<file path="config.mk">
export PLATFORM = sky130hd
export DESIGN_NAME = button_shaper_multi
export DESIGN_NICKNAME = d
export VERILOG_FILES = /design/src/rtl/button_shaper_multi.sv
export SDC_FILE = /design/constraint.sdc
export NUM_CORES = 1
export LEC_CHECK = 0
export ABC_AREA = 0
export CORE_MARGIN = 2
export CORE_UTILIZATION = 54
export CTS_CLUSTER_SIZE = 25
export DETAILED_ROUTE_END_ITERATION = 8
export GPL_ROUTABILITY_DRIVEN = 0
export HOLD_SLACK_MARGIN = 0.06
export PLACE_DENSITY = 0.72
export SLEW_MARGIN = 5
export SYNTH_ARGS = -nofsm -noshare
export SYNTH_HDL_FRONTEND = slang
export SYNTH_SLANG_ARGS = --single-unit
</file>
<file path="constraint.sdc">
create_clock -name clk -period 1.58 [get_ports clk]
set_input_delay 0.158 -clock clk [delete_from_list [all_inputs] [get_ports clk]]
set_output_delay 0.158 -clock clk [all_outputs]
set_load 0.02 [all_outputs]
</file>
<file path="src/rtl/button_shaper_multi.sv">
// button_shaper_multi: NUM_CH independent active-low pushbutton channels.
// Each channel has a two-flop synchroniser, a counter-based debounce FSM,
// a single-cycle press pulse and a debounced pressed level. any_pulse is the
// OR of all channel pulses, registered in the same cycle as pulse_out.
// Optional feature: define BUTTON_REPEAT_EN to add auto-repeat pulses while a
// button stays held (first after REPEAT_DELAY, then every REPEAT_PERIOD).
module button_shaper_multi #(
    parameter int NUM_CH          = 4,
    parameter int DEBOUNCE_CYCLES = 16,
    parameter int CNT_W           = 16,
    parameter int REPEAT_DELAY    = 1000,
    parameter int REPEAT_PERIOD   = 250
) (
    input  logic              clk,
    input  logic              rst_n,
    input  logic [NUM_CH-1:0] raw_in,
    output logic [NUM_CH-1:0] pulse_out,
    output logic [NUM_CH-1:0] level_out,
    output logic              any_pulse
);

    typedef enum logic [2:0] {
        ST_IDLE     = 3'd0,
        ST_PRESS_DB = 3'd1,
        ST_FIRE     = 3'd2,
        ST_HELD     = 3'd3,
        ST_REL_DB   = 3'd4
    } state_e;

    localparam logic [CNT_W-1:0] DB_LIM  = CNT_W'(DEBOUNCE_CYCLES);
    localparam logic [CNT_W-1:0] CNT_ONE = CNT_W'(1);

    logic [NUM_CH-1:0] sync1_q;
    logic [NUM_CH-1:0] sync2_q;
    state_e            state_q [NUM_CH];
    state_e            state_d [NUM_CH];
    logic [CNT_W-1:0]  cnt_q   [NUM_CH];
    logic [CNT_W-1:0]  cnt_d   [NUM_CH];
    logic [NUM_CH-1:0] pulse_d;
    logic [NUM_CH-1:0] level_d;
    logic [NUM_CH-1:0] pulse_q;
    logic [NUM_CH-1:0] level_q;
    logic              any_q;

`ifdef BUTTON_REPEAT_EN
    localparam logic [CNT_W-1:0] REP_DLY_LIM = CNT_W'(REPEAT_DELAY);
    localparam logic [CNT_W-1:0] REP_PER_LIM = CNT_W'(REPEAT_PERIOD);

    // Set once the first auto-repeat of the current hold has fired.
    logic [NUM_CH-1:0] rep_seen_q;
    logic [NUM_CH-1:0] rep_seen_d;

    // First-repeat flag register, one per channel.
    always_ff @(posedge clk or negedge rst_n) begin
        if (!rst_n) begin
            rep_seen_q <= {NUM_CH{1'b0}};
        end else begin
            rep_seen_q <= rep_seen_d;
        end
    end
`else
    // Repeat timing parameters have no effect without the repeat feature.
    logic unused_rep_s;
    assign unused_rep_s = ^{REPEAT_DELAY, REPEAT_PERIOD};
`endif

    // Two-flop synchroniser; idles at released (1) so reset looks like no press.
    always_ff @(posedge clk or negedge rst_n) begin
        if (!rst_n) begin
            sync1_q <= {NUM_CH{1'b1}};
            sync2_q <= {NUM_CH{1'b1}};
        end else begin
            sync1_q <= raw_in;
            sync2_q <= sync1_q;
        end
    end

    // Per-channel FSM state and counter registers.
    always_ff @(posedge clk or negedge rst_n) begin
        if (!rst_n) begin
            for (int ch = 0; ch < NUM_CH; ch++) begin
                state_q[ch] <= ST_IDLE;
                cnt_q[ch]   <= {CNT_W{1'b0}};
            end
        end else begin
            for (int ch = 0; ch < NUM_CH; ch++) begin
                state_q[ch] <= state_d[ch];
                cnt_q[ch]   <= cnt_d[ch];
            end
        end
    end

    // Next-state, counter and output decode for every channel.
    always_comb begin
        for (int ch = 0; ch < NUM_CH; ch++) begin
            state_d[ch] = state_q[ch];
            cnt_d[ch]   = cnt_q[ch];
            pulse_d[ch] = 1'b0;
            level_d[ch] = 1'b0;
`ifdef BUTTON_REPEAT_EN
            rep_seen_d[ch] = rep_seen_q[ch];
`endif
            case (state_q[ch])
                ST_IDLE: begin
                    if (!sync2_q[ch]) begin
                        state_d[ch] = ST_PRESS_DB;
                        cnt_d[ch]   = CNT_ONE;
                    end else begin
                        cnt_d[ch]   = {CNT_W{1'b0}};
                    end
                end
                ST_PRESS_DB: begin
                    if (sync2_q[ch]) begin
                        state_d[ch] = ST_IDLE;
                        cnt_d[ch]   = {CNT_W{1'b0}};
                    end else if (cnt_q[ch] >= DB_LIM - CNT_ONE) begin
                        // Saturate at the compare value; never wraps.
                        state_d[ch] = ST_FIRE;
                        cnt_d[ch]   = DB_LIM;
                    end else begin
                        cnt_d[ch]   = cnt_q[ch] + CNT_ONE;
                    end
                end
                ST_FIRE: begin
                    pulse_d[ch] = 1'b1;
                    level_d[ch] = 1'b1;
                    state_d[ch] = ST_HELD;
                    cnt_d[ch]   = {CNT_W{1'b0}};
`ifdef BUTTON_REPEAT_EN
                    rep_seen_d[ch] = 1'b0;
`endif
                end
                ST_HELD: begin
                    level_d[ch] = 1'b1;
                    if (sync2_q[ch]) begin
                        // Release wins over a coincident repeat.
                        state_d[ch] = ST_REL_DB;
                        cnt_d[ch]   = CNT_ONE;
                    end else begin
`ifdef BUTTON_REPEAT_EN
                        if (cnt_q[ch] >= (rep_seen_q[ch] ? REP_PER_LIM : REP_DLY_LIM)) begin
                            pulse_d[ch]    = 1'b1;
                            cnt_d[ch]      = {CNT_W{1'b0}};
                            rep_seen_d[ch] = 1'b1;
                        end else begin
                            cnt_d[ch]      = cnt_q[ch] + CNT_ONE;
                        end
`else
                        cnt_d[ch] = {CNT_W{1'b0}};
`endif
                    end
                end
                ST_REL_DB: begin
                    level_d[ch] = 1'b1;
                    if (!sync2_q[ch]) begin
                        // Bounce back to pressed: no new pulse.
                        state_d[ch] = ST_HELD;
                        cnt_d[ch]   = {CNT_W{1'b0}};
                    end else if (cnt_q[ch] >= DB_LIM - CNT_ONE) begin
                        state_d[ch] = ST_IDLE;
                        cnt_d[ch]   = {CNT_W{1'b0}};
                    end else begin
                        cnt_d[ch]   = cnt_q[ch] + CNT_ONE;
                    end
                end
                default: begin
                    state_d[ch] = ST_IDLE;
                    cnt_d[ch]   = {CNT_W{1'b0}};
                end
            endcase
        end
    end

    // Registered outputs decoded from the current state.
    always_ff @(posedge clk or negedge rst_n) begin
        if (!rst_n) begin
            pulse_q <= {NUM_CH{1'b0}};
            level_q <= {NUM_CH{1'b0}};
            any_q   <= 1'b0;
        end else begin
            pulse_q <= pulse_d;
            level_q <= level_d;
            any_q   <= |pulse_d;
        end
    end

    assign pulse_out = pulse_q;
    assign level_out = level_q;
    assign any_pulse = any_q;

endmodule

</file>
# ---- Yosys cells after proc, flatten, opt, wreduce, memory -nomap -nowiden
# Index checks and enable logic that the tools add are counted.
dict set report classes {
  n_eq_ne 32
  magnitude_cmp 4
  mux 64
  n_addsub 4
  reduce_logical 13
}
# operator count
set ops {}
lappend ops {{two-way mux 16 bit} 16}
lappend ops {{one-hot mux 16 bit (4 select lines)} 4}
lappend ops {{two-way mux 3 bit} 24}
lappend ops {{adder 16 x 1 -> 16 bit, second input constant} 4}
lappend ops {{greater-or-equal comparator 16 x 4 -> 1 bit, second input constant} 4}
lappend ops {{one-hot mux 3 bit (5 select lines)} 4}
lappend ops {{equality test 3 x 2 -> 1 bit, second input constant} 8}
lappend ops {{inequality test 3 bit, second input constant} 8}
lappend ops {{two-way mux 1 bit} 16}
lappend ops {{inequality test 2 bit, second input constant} 8}
lappend ops {{AND reduction 4 bit} 4}
lappend ops {{equality test 3 x 1 -> 1 bit, second input constant} 4}
lappend ops {{equality test 3 bit, second input constant} 4}
lappend ops {{zero test 3 bit} 4}
lappend ops {{OR reduction 3 bit} 4}
lappend ops {{OR reduction 4 bit} 1}
dict set report totals {
  in_bits 6
  reg_bits 93
  word_cells 130
}

# ---- Longest topological paths before layout
dict set report logic_depth {
  depth_word 4
  depth_mapped 5
  depth_no_buf 5
}

# ---- Worst setup path after synthesis
# OpenSTA, ideal clock, no wires.
dict set report synth_timing {
  path_kind {flip-flop to flip-flop}
  startpoint {register cnt_q[32] in the netlist's numbering}
  endpoint {register cnt_q[34] in the netlist's numbering}
  path_slack_ps 185
  stages_incl_launch_ff 6
  synth_period_minus_slack_ps 1395
  setup_ps 71
  t_arrival_ps 1323
  path_cell_list {dfrtp_1 -> ha_1 -> nand3_1 -> nand4_2 -> or3_4 -> nor2_1}
}
# element line_no
set synth_rtl {}
lappend synth_rtl {{start, declared} 37} ;# logic [CNT_W-1:0] cnt_q [NUM_CH];
lappend synth_rtl {{start signal, assigned by index} 83} ;# cnt_q[ch] <= {CNT_W{1'b0}};
lappend synth_rtl {{start signal, assigned by index} 88} ;# cnt_q[ch] <= cnt_d[ch];

==> run metrics <==
Power Dens Cells=~1500 mW/mm^2; placed instance area=approximately 0.0038 sq mm; via count=a little over 2000; post-route DRC violation count=0; nature of the critical path endpoint=flip-flop; routed vias/inst=4.99; final setup TNS=0 ps; first-pass GRT wire length=9100 microns; period utilization=about 95%; Slowest-stage cell, CP=dfrtp_1; Pint=approximately 0.0043 W; max-cap viol count=0; Nets=roughly 340; Routed Antenna Nets=0; Chip Height=roughly 83 microns; FILL cells=406; clock sinks=93; maximum vdd drop=roughly 0.0011 V; CP Cell Sequence=nor4_4 -> nand4_4 -> or3_4 -> nor2_1; Fmax=roughly 660 MHz; Total Routing Usage GR=16.6%; register area share after synthesis=roughly two thirds; Layout area overhead=22.8%; Yosys top cell area share=a little over three fifths; top post-synthesis cells by count=85 x dfrtp_1, 24 x nor2_1, 10 x nand3_1, 9 x clkbuf_1, 9 x nor4_2; Switching Fraction=a little under a third; async set-reset flop share out of synthesis=between 90% and 100%; crit path launch=cnt_q[45]; Ys Warns=0; clk root buf=clkbuf_8; antenna cells=0; largest net degree at the start of global routing=slightly above 40; Gate power share=23.5%; Synth area leaders=dfrtp_1 62%, dfstp_2 6.2%, nor4_2 3.3%; Avg WL per Cell=12.3 microns; final slew viol count=0; Initial Util=56.8%; Setup Crit Path Kind=flip-flop to flip-flop; Clock transition at path regs=roughly 80 ps; vias in the first global route=between 1500 and 2000; Tightest Hold Check Type=input port to flip-flop; Startpoint Class=flip-flop; Setup Skew=roughly 7.4 ps; core area=between 0.005 and 0.006 sq mm; overall power=0.00618 W; Clock Path Buffers=2; Pre-antenna DRT Iters=4; ys flop type=dfrtp_1; Pleak=between 1.5 and 2 nW; Final Cell Area=0.00418 sq mm; top-count cell post-synth=dfrtp_1; clock share of power=about 26%; Worst Path Max Fanout=6; R2R Setup Slk=80 ps; fin cells=408; Detailed Route WL=about 5000 microns; Sw Pwr=between 0.0015 and 0.002 W; Slew HR=around two thirds; post-synthesis cell count=approximately 260; final hold slack=approximately 210 ps; Seq pwr share=slightly above 50%; Clock Latency Late Sink=approximately 340 ps; Cell Rows=28; Final Hold Vio Count=0; share of cells above drive strength 1=17.4%; Setup Viol. Count Final=0; IO Count=15; CTS Buf Count=9; Die Footprint=roughly 0.007 sq mm; post-synth cell types=42; Avg Inst Size Synth=approximately 13 sq um; port bufs=14; post-synthesis register bit count=93; HP Start=raw_in[1]; total gr overflow=0; outcome=complete, no violations; min Tclk post-route=1500 ps; DR iter-0 viols=95; Largest stage delay, worst path=roughly 410 ps; WP data required=about 1900 ps; Synth area leader=dfrtp_1; Post-synth EDFFs=0; post-DP HPWL=between 3000 and 4000 microns; arrival time at the worst endpoint=roughly 1800 ps; Worst Max-Slew Pin Slew=between 500 and 600 ps; htree depth=3; Die X=~83 microns; initial antenna violation count=0; Post-Syn Area=approximately 0.0034 sq mm; TritonCTS clock tree=done; Crit Reg-Reg Startpoint=cnt_q[45]; cell count after placement=390
==> final timing paths <==
check | endpoint | cells past startpoint
setup / recovery | cnt_q[34] | 4
hold / removal | sync1_q[1] | 1
setup reg to reg | cnt_q[34] | 4
hold reg to reg | sync2_q[0] | 0
max in group asynchronous | sync2_q[3] | 3
min in group asynchronous | cnt_q[33] | 2
==> power groups by stage <==
stage               clock network [W]  registers [W]  logic (W)
floorplan                           0        0.00312   0.000914
global placement                    0        0.00315    0.00142
detailed placement                  0        0.00316    0.00144
CTS                           0.00165        0.00311    0.00145
global route                  0.00175        0.00320    0.00162
finish                        0.00158        0.00314    0.00145
==> worst max-delay path, delay by kind of cell, from the launching register on <==
kind | cells | cell delay [ps]
DFF | 1 | 410
and+or+nand+nor | 4 | 1030
==> cells in the final DEF, fill, tap and decap left out, drive strengths merged, types with 3 or more instances in the layout <==
master / netlist / final
nor4: 14 / 14
inv: 6 / 6
nor3: 6 / 6
o31ai: 3 / 3
o22ai: 4 / 4
ha: 4 / 4
nand2b: 7 / 7
or3: 5 / 5
nand4: 4 / 4
clkbuf: 9 / 12
nor2b: 7 / 7
dfstp: 8 / 8
a31oi: 3 / 3
nand3: 10 / 10
dfrtp: 85 / 85
clkinv: 0 / 3
xor2: 4 / 4
and3: 4 / 4
o21ai: 7 / 7
nand2: 8 / 8
a21oi: 5 / 5
xnor2: 4 / 4
clkdlybuf4s50: 0 / 13
nand3b: 3 / 3
buf: 2 / 12
nor2: 24 / 24
a211o: 4 / 4
conb: 1 / 44
==> area by class of cell <==
type	count	area [sq um]	share of cell area [%]
multi-input cells	192	1270	30.5
clock inverters	4	45.0	1.08
flip-flops and latches	93	2340	55.9
well taps	75	93.8	2.24
clock buffers	12	165	3.95
inverters	6	22.5	0.539
repair buffers	26	243	5.80
==> through the flow <==
| stage | util [%] | worst slack, ps |
|---|---|---|
| floorplan | - | 185 |
| global placement | 64.1 | 63.1 |
| detailed placement | 64.1 | 16.3 |
| CTS | 67.9 | 5.98 |
| global route | 69.8 | -3.53 |
| finish | 69.8 | 76.2 |
==> cells by family (layout without fill, tap and decap cells) <==
group / Yosys count / after routing / share of synthesized area [%]
simple gates: 99 / 99 / 18.0
flops: 93 / 93 / 68.7
compound gates: 35 / 35 / 7.13
buf+inv: 17 / 48 / 1.95
xor+xnor: 8 / 8 / 2.06
fa+ha+maj: 4 / 4 / 1.47
mux: 2 / 2 / 0.588
other cells: 1 / 44 / 0.110
==> per-layer routing <==
layer / vias up / GRT usage (%) / routed length, microns
li1: 1005 / - / -
met1: 983 / 23.0 / 2330
met2: 34 / 24.9 / 2430
met3: 13 / 3.58 / 148
met4: 0 / 8.49 / 118
met5: - / 0 / 0
==> registers in the layout, indices dropped and copies added (netlist names) <==
name	flops
cnt_q	64
state_q	12
level_out	4
pulse_out	4
sync1_q	4
sync2_q	4
any_pulse	1
==> repair_timing <==
item | 4_1_cts | 5_1_grt
endpoints found under the hold margin | 31 | 0
endpoints found under the setup margin | 1 | 9
hold buffers | 1 | 0
pin swaps | 0 | 1
setup buffers | 0 | 1
gates resized for setup | 1 | 14
Power figures use the tool's default switching activity.
